## config.mk

```make
export PLATFORM = sky130hd
export DESIGN_NAME = mux64_rr_sched
export DESIGN_NICKNAME = d
export VERILOG_FILES = /design/src/rtl/mux64_rr_sched.sv
export SDC_FILE = /design/constraint.sdc
export NUM_CORES = 1
export LEC_CHECK = 0
export ABC_AREA = 1
export CAP_MARGIN = 20
export CORE_ASPECT_RATIO = 1.2
export CORE_MARGIN = 1
export CORE_UTILIZATION = 47
export CTS_BUF_LIST = sky130_fd_sc_hd__clkbuf_16
export DETAILED_ROUTE_END_ITERATION = 6
export PLACE_DENSITY_LB_ADDON = 0.05
export RECOVER_POWER = 100
export SYNTH_ARGS = -nofsm -noshare
export SYNTH_HDL_FRONTEND = slang
export SYNTH_SLANG_ARGS = --single-unit
```

## constraint.sdc

```tcl
create_clock -name clk -period 7.1 [get_ports clk]
set_clock_uncertainty 0.15 [all_clocks]
set_input_delay 1.42 -clock clk [delete_from_list [all_inputs] [get_ports clk]]
set_output_delay 1.42 -clock clk [all_outputs]
set_load 0.02 [all_outputs]
```

## src/rtl/mux64_rr_sched.sv

```systemverilog
// Round-robin scheduler that owns the select of a shared 64:1 bit mux.
// Grants one requester at a time, waits SETTLE cycles, then presents the sampled bit.
module mux64_rr_sched #(
    parameter int unsigned SETTLE = 1
) (
    input  logic        clk,
    input  logic        rst,
    input  logic [63:0] req,
    input  logic        mux_out,
    output logic [5:0]  sel,
    output logic        out_valid,
    input  logic        out_ready,
    output logic        out_bit,
    output logic [5:0]  out_idx,
    output logic [63:0] ack,
    output logic        busy
);

    if (SETTLE < 1 || SETTLE > 15) begin : g_settle_check
        $error("mux64_rr_sched: SETTLE must be in the range 1..15");
    end

    typedef enum logic [1:0] {
        S_IDLE,
        S_SETTLE,
        S_HOLD
    } state_t;

    state_t      state_q, state_d;
    logic [3:0]  cnt_q;
    logic [5:0]  ptr_q;
    logic [5:0]  sel_q;
    logic        outValid_q;
    logic        outBit_q;
    logic [5:0]  outIdx_q;
    logic [63:0] ack_q;

    logic        grantIdle;
    logic        capture;
    logic        accept;
    logic [5:0]  winner;
    logic [5:0]  cand;
    logic        found;

    always_ff @(posedge clk or posedge rst) begin
        if (rst) begin
            state_q <= S_IDLE;
        end else begin
            state_q <= state_d;
        end
    end

    always_comb begin
        state_d = state_q;
        case (state_q)
            S_IDLE:   if (grantIdle) state_d = S_SETTLE;
            S_SETTLE: if (capture)   state_d = S_HOLD;
            S_HOLD:   if (accept)    state_d = S_IDLE;
            default:  state_d = S_IDLE;
        endcase
    end

    always_comb begin
        busy      = (state_q != S_IDLE);
        grantIdle = (state_q == S_IDLE) && (|req);
        capture   = (state_q == S_SETTLE) && (cnt_q == 4'd1);
        accept    = (state_q == S_HOLD) && outValid_q && out_ready;
    end

    // Search starts just after the last grant; offset 64 wraps to ptr itself, checked last.
    always_comb begin
        winner = '0;
        cand   = '0;
        found  = 1'b0;
        for (int i = 1; i <= 64; i++) begin
            cand = ptr_q + 6'(i);
            if (!found && req[cand]) begin
                winner = cand;
                found  = 1'b1;
            end
        end
    end

    always_ff @(posedge clk or posedge rst) begin
        if (rst) begin
            sel_q      <= '0;
            cnt_q      <= '0;
            ptr_q      <= 6'd63;
            outValid_q <= 1'b0;
            outBit_q   <= 1'b0;
            outIdx_q   <= '0;
            ack_q      <= '0;
        end else begin
            ack_q <= '0;
            if (grantIdle) begin
                sel_q <= winner;
                cnt_q <= 4'(SETTLE);
            end
            if (state_q == S_SETTLE) begin
                cnt_q <= cnt_q - 4'd1;
            end
            if (capture) begin
                outBit_q   <= mux_out;
                outIdx_q   <= sel_q;
                outValid_q <= 1'b1;
                ack_q      <= 64'd1 << sel_q;
                ptr_q      <= sel_q;
            end
            if (accept) begin
                outValid_q <= 1'b0;
            end
        end
    end

    assign sel       = sel_q;
    assign out_valid = outValid_q;
    assign out_bit   = outBit_q;
    assign out_idx   = outIdx_q;
    assign ack       = ack_q;

endmodule

```

==> results.py, run 1 <==
metrics = {
    "run_status": {
        "status": "did not finish",
        "haltStage": "global routing (5_1_grt)",
        "firstError": "[ERROR GRT-0116] Global routing finished with congestion. Check the congestion regions in the DRC Viewer.",
    },
    "global_routing": {
        "grt_use_total_pct": 58.1,
        "first_global_vias": 20800,
        "grt_overflow": 1,
        "grt_pass1_wl_mm": 123,
        "grt_max_degree": 84,
    },
    "synthesis": {
        "syn_area_per_cell_um2": 5.80,
        "synth_edf_count": 0,
        "synth-seq-area-share_pct": 17.3,
        "synth_area_leader_cell": "nand3_1",
        "async_flop_share_pct": 100,
        "synth_area_leaders": "nand3_1 (17%), dfrtp_1 (16%), nand2_1 (16%)",
        "netlist_instances": 2255,
        "yosysWarningCount": 0,
        "synth.distinct_cells": 56,
        "ys_seq_elements": 90,
        "synth.top_cell.area_share_pct": 17.2,
        "synth_area_um2": 13100,
        "synth-main-ff-cell": "dfrtp_1",
        "syn_nets": 2343,
    },
    "cts": {
        "clockBufferDepth": 2,
        "numClockSinks": 90,
        "hold_buffers": 0,
        "h-tree-depth": 3,
        "numCtsBuffers": 9,
        "root_buffer": "clkbuf_16",
    },
    "floorplanning": {
        "fp.dieH_um": 185,
        "die_w_um": 154,
        "std_cell_rows": 66,
        "pin_count": 147,
        "start_util_pct": 48.0,
    },
    "placement": {
        "preCtsSetupSlack_ns": -1.03,
        "hpwl_mm": 57.8,
        "placement.io_buffers": 146,
        "place.gp.congestion": 1.15,
    },
}
per-layer routing:
| layer | GRT usage (%) | overflow |
|---|---|---|
| met1 | 60.1 | 0 |
| met2 | 86.8 | 0 |
| met3 | 27.3 | 0 |
| met4 | 54.7 | 1 |
| met5 | 3.35 | 0 |
synthesized netlist by cell type (7+ instances only):
| cell type | n |
|---|---|
| nor2_4 | 12 |
| nand3_1 | 449 |
| a21oi_1 | 25 |
| inv_1 | 189 |
| nand2_1 | 552 |
| ha_1 | 20 |
| clkbuf_1 | 40 |
| buf_2 | 19 |
| nand4_1 | 142 |
| or2_2 | 7 |
| o21a_1 | 26 |
| xor2_1 | 38 |
| o21ai_1 | 19 |
| nor2_1 | 330 |
| a31oi_1 | 26 |
| buf_4 | 12 |
| inv_2 | 17 |
| mux2i_1 | 7 |
| nand2_2 | 20 |
| nor2_2 | 15 |
| o21ai_0 | 77 |
| dfrtp_1 | 84 |
| buf_6 | 16 |
| nand4_2 | 14 |
| nor4_1 | 22 |
metrics by stage:
step / util [%] / cells / cell area [um^2] / setup TNS, ns / hold WS (ns)
after floorplan: - / 2255 / 13100 / 0 / 0.343
after global placement: 65.7 / 3094 / 17900 / -5.31 / 0.306
after detailed placement: 65.7 / 3094 / 17900 / -5.89 / 0.308
after CTS: 76.0 / 3203 / 20700 / -0.171 / 0.325
repair_timing:
action,CTS
buffers inserted,91
cloned,2
pin swaps,125
setup endpoints to repair,6
gates resized for setup,568
logic make-up after synthesis:
family	share of synthesized area, %
mux	0.535
buf+inv	10.8
flops	17.3
fa+ha+maj	1.91
compound gates	8.30
xor+xnor	3.49
simple gates	57.7
==> run 2: changes to the inputs <==
Settings changed: CORE_ASPECT_RATIO 1.2 to not set, CORE_UTILIZATION 47 to 32, CTS_BUF_LIST sky130_fd_sc_hd__clkbuf_16 to not set, PLACE_DENSITY_LB_ADDON 0.05 to 0.15.
Clock period 7.1 ns to 9.2 ns, I/O delays scaled along.
==> results.py, run 2 <==
metrics = {
    "run_status": {
        "status": "complete, but fails checks",
        "violations": "capacitance limit, slew limit",
    },
    "synthesis": {
        "syn_nets": 2343,
        "synth_edf_count": 0,
        "ys_seq_elements": 90,
        "async_flop_share_pct": 100,
        "synth_area_leaders": "nand3_1 (17%), dfrtp_1 (16%), nand2_1 (16%)",
        "netlist_instances": 2255,
        "synth-main-ff-cell": "dfrtp_1",
        "synth.top_cell.area_share_pct": 17.2,
        "yosysWarningCount": 0,
        "synth_commonest_cells": "nand2_1 (552), nand3_1 (449), nor2_1 (330)",
        "synth.distinct_cells": 56,
        "synth-seq-area-share_pct": 17.3,
        "synth_area_leader_cell": "nand3_1",
        "syn_area_per_cell_um2": 5.80,
        "synth_area_um2": 13100,
        "synth.most_common_cell": "nand2_1",
    },
    "drt": {
        "ant_nets": 0,
        "drt_iter0_markers": 2325,
        "firstDrtPassIters": 6,
        "route.vias.total": 17300,
        "routedWlPerCell_um": 25.5,
        "post_drt_via_cell_ratio": 5.81,
        "drc_errors": 0,
        "finalWirelength_mm": 75.6,
    },
    "critical_path": {
        "critPathKind": "in -> reg",
        "path_common_cell": "nor2_2",
        "critical_path.max_stage_delay_ns": 0.53,
        "cp_slowest_cell": "o21ai_0",
        "arrival_ns": 8.67,
        "worst-r2r-setup-slack_ns": 0.81,
        "start_kind": "input pin",
        "cp-end-kind": "register",
        "critPathTopFamily": "simple AND/OR/NAND/NOR gates",
        "reg2reg_from": "ptr_q[1]$_DFFE_PP1P_",
        "cp.required_ns": 9.29,
        "crit_buf_inv": 2,
        "r2r.worst_path.cells": 45,
        "rr_endpoint": "sel[5]$_DFFE_PP0P_",
        "worstPathMaxFanout": 9,
    },
    "sta": {
        "slew-limit-headroom_pct": -64.6,
        "max_freq_ghz": 0.117,
        "final.period_utilization_pct": 93.3,
        "tightest_slew_ns": 2.47,
        "timing.final.crit_period_ns": 8.58,
        "slew_viol_final": 160,
        "rsz0062_at_grt": "no",
        "hold_viol_final": 0,
        "setup_viol": 0,
        "tns_ns": 0,
    },
    "cts": {
        "clkTransAtPathRegs_ns": 0.08,
        "cts_tree": "yes",
        "numCtsBuffers": 9,
        "root_buffer": "clkbuf_16",
        "hold_buffers": 0,
        "clockBufferDepth": 2,
        "clock_latency_ns": 0.35,
        "numClockSinks": 90,
        "h-tree-depth": 3,
    },
    "min_path": {
        "min-delay-start": "out_bit$_DFFE_PP0P_",
        "min_path_type": "reg -> reg",
        "min_to": "out_bit$_DFFE_PP0P_",
        "holdPathStages": 2,
    },
    "finish": {
        "final_net_count": 2529,
        "stdcell_count": 2971,
        "layout_common_cells": "nand2_1 (552), nand3_1 (449), nor2_1 (330)",
        "area_growth_pct": 21.3,
        "diodes": 0,
        "fin_area_um2": 15900,
        "final_common_cell": "nand2_1",
        "fin_util_pct": 39.7,
        "largest_reg_flops": 64,
        "drive_gt1_share_pct": 10.9,
    },
    "placement": {
        "place.gp.congestion": 1.05,
        "placed_cells": 2955,
        "hpwl_mm": 60.9,
        "place_area_um2": 15600,
        "placement.io_buffers": 146,
    },
    "global_routing": {
        "first_global_vias": 16200,
        "grt_overflow": 0,
        "grt_use_total_pct": 36.5,
        "antenna_found_initial": 0,
        "grt_pass1_wl_mm": 111,
        "grt_max_degree": 68,
    },
    "floorplanning": {
        "die_area_um2": 41700,
        "core_um2": 40000,
        "fp.dieH_um": 204,
        "die_w_um": 204,
        "pin_count": 147,
        "start_util_pct": 32.7,
        "std_cell_rows": 73,
    },
    "job": {
        "cap_violations": 4,
    },
}
## run 2: cell counts after synthesis
No cell type changed its count.
## run 2: how the worst max path moves through the flow
stage	startpoint	to	slack, ns	cells past startpoint
2_1_floorplan	ptr_q[1]$_DFFE_PP1P_	sel[1]$_DFFE_PP0P_	1.93	51
3_3_place_gp	req[0]	sel[2]$_DFFE_PP0P_	0.40	39
3_5_place_dp	req[1]	sel[5]$_DFFE_PP0P_	0.33	39
4_1_cts	req[1]	sel[5]$_DFFE_PP0P_	0.68	39
5_1_grt	req[15]	sel[3]$_DFFE_PP0P_	0.04	45
6_report	req[1]	sel[5]$_DFFE_PP0P_	0.62	39
## run 2: cell type report
class	count	area (um^2)
Fill cell	4395	24100
Multi-Input combinational cell	1858	9440
Timing Repair Buffer	271	2410
Sequential cell	90	2260
Inverter	211	802
Tap cell	525	657
Clock buffer	9	225
Clock inverter	7	81.3
## run 2: logic make-up after synthesis
kind of cell               count (synthesis)  synth area share [%]
muxes                                      7                 0.535
buffers and inverters                    307                  10.8
and+or+nand+nor                         1597                  57.7
AOI/OAI and AO/OA                        187                  8.30
DFF                                       90                  17.3
xor gates and xnor gates                  47                  3.49
adders and majority gates                 20                  1.91
## run 2: layer usage
metal  global-route usage (%)  wire, um  vias to the layer above
li1                         -         -                     7963
met1                     51.7     33500                     8215
met2                     55.3     31900                      960
met3                     6.71      7460                      117
met4                     11.8      2770                        0
met5                        0         0                        -
## run 2: worst min-delay path: stages, from the launching register on
cell and delay, ns:
dfrtp_1 0.34, nand2_1 0.05, nand2_1 0.05
## run 2: timing repair
action / CTS / global route
endpoints found under the setup margin: 0 / 5
gates resized for setup: 0 / 3
buffers inserted: 0 / 0
## run 2: through the flow
step	setup WS (ns)	hold slack, ns
floorplan	1.93	0.343
global placement	0.397	0.304
detailed placement	0.325	0.308
CTS	0.683	0.325
global route	0.0418	0.360
finish	0.619	0.320
Power of run 2 is left out: the tool's default activity adds up to more than one toggle a clock period on the data nets, which glitch-free logic cannot reach.
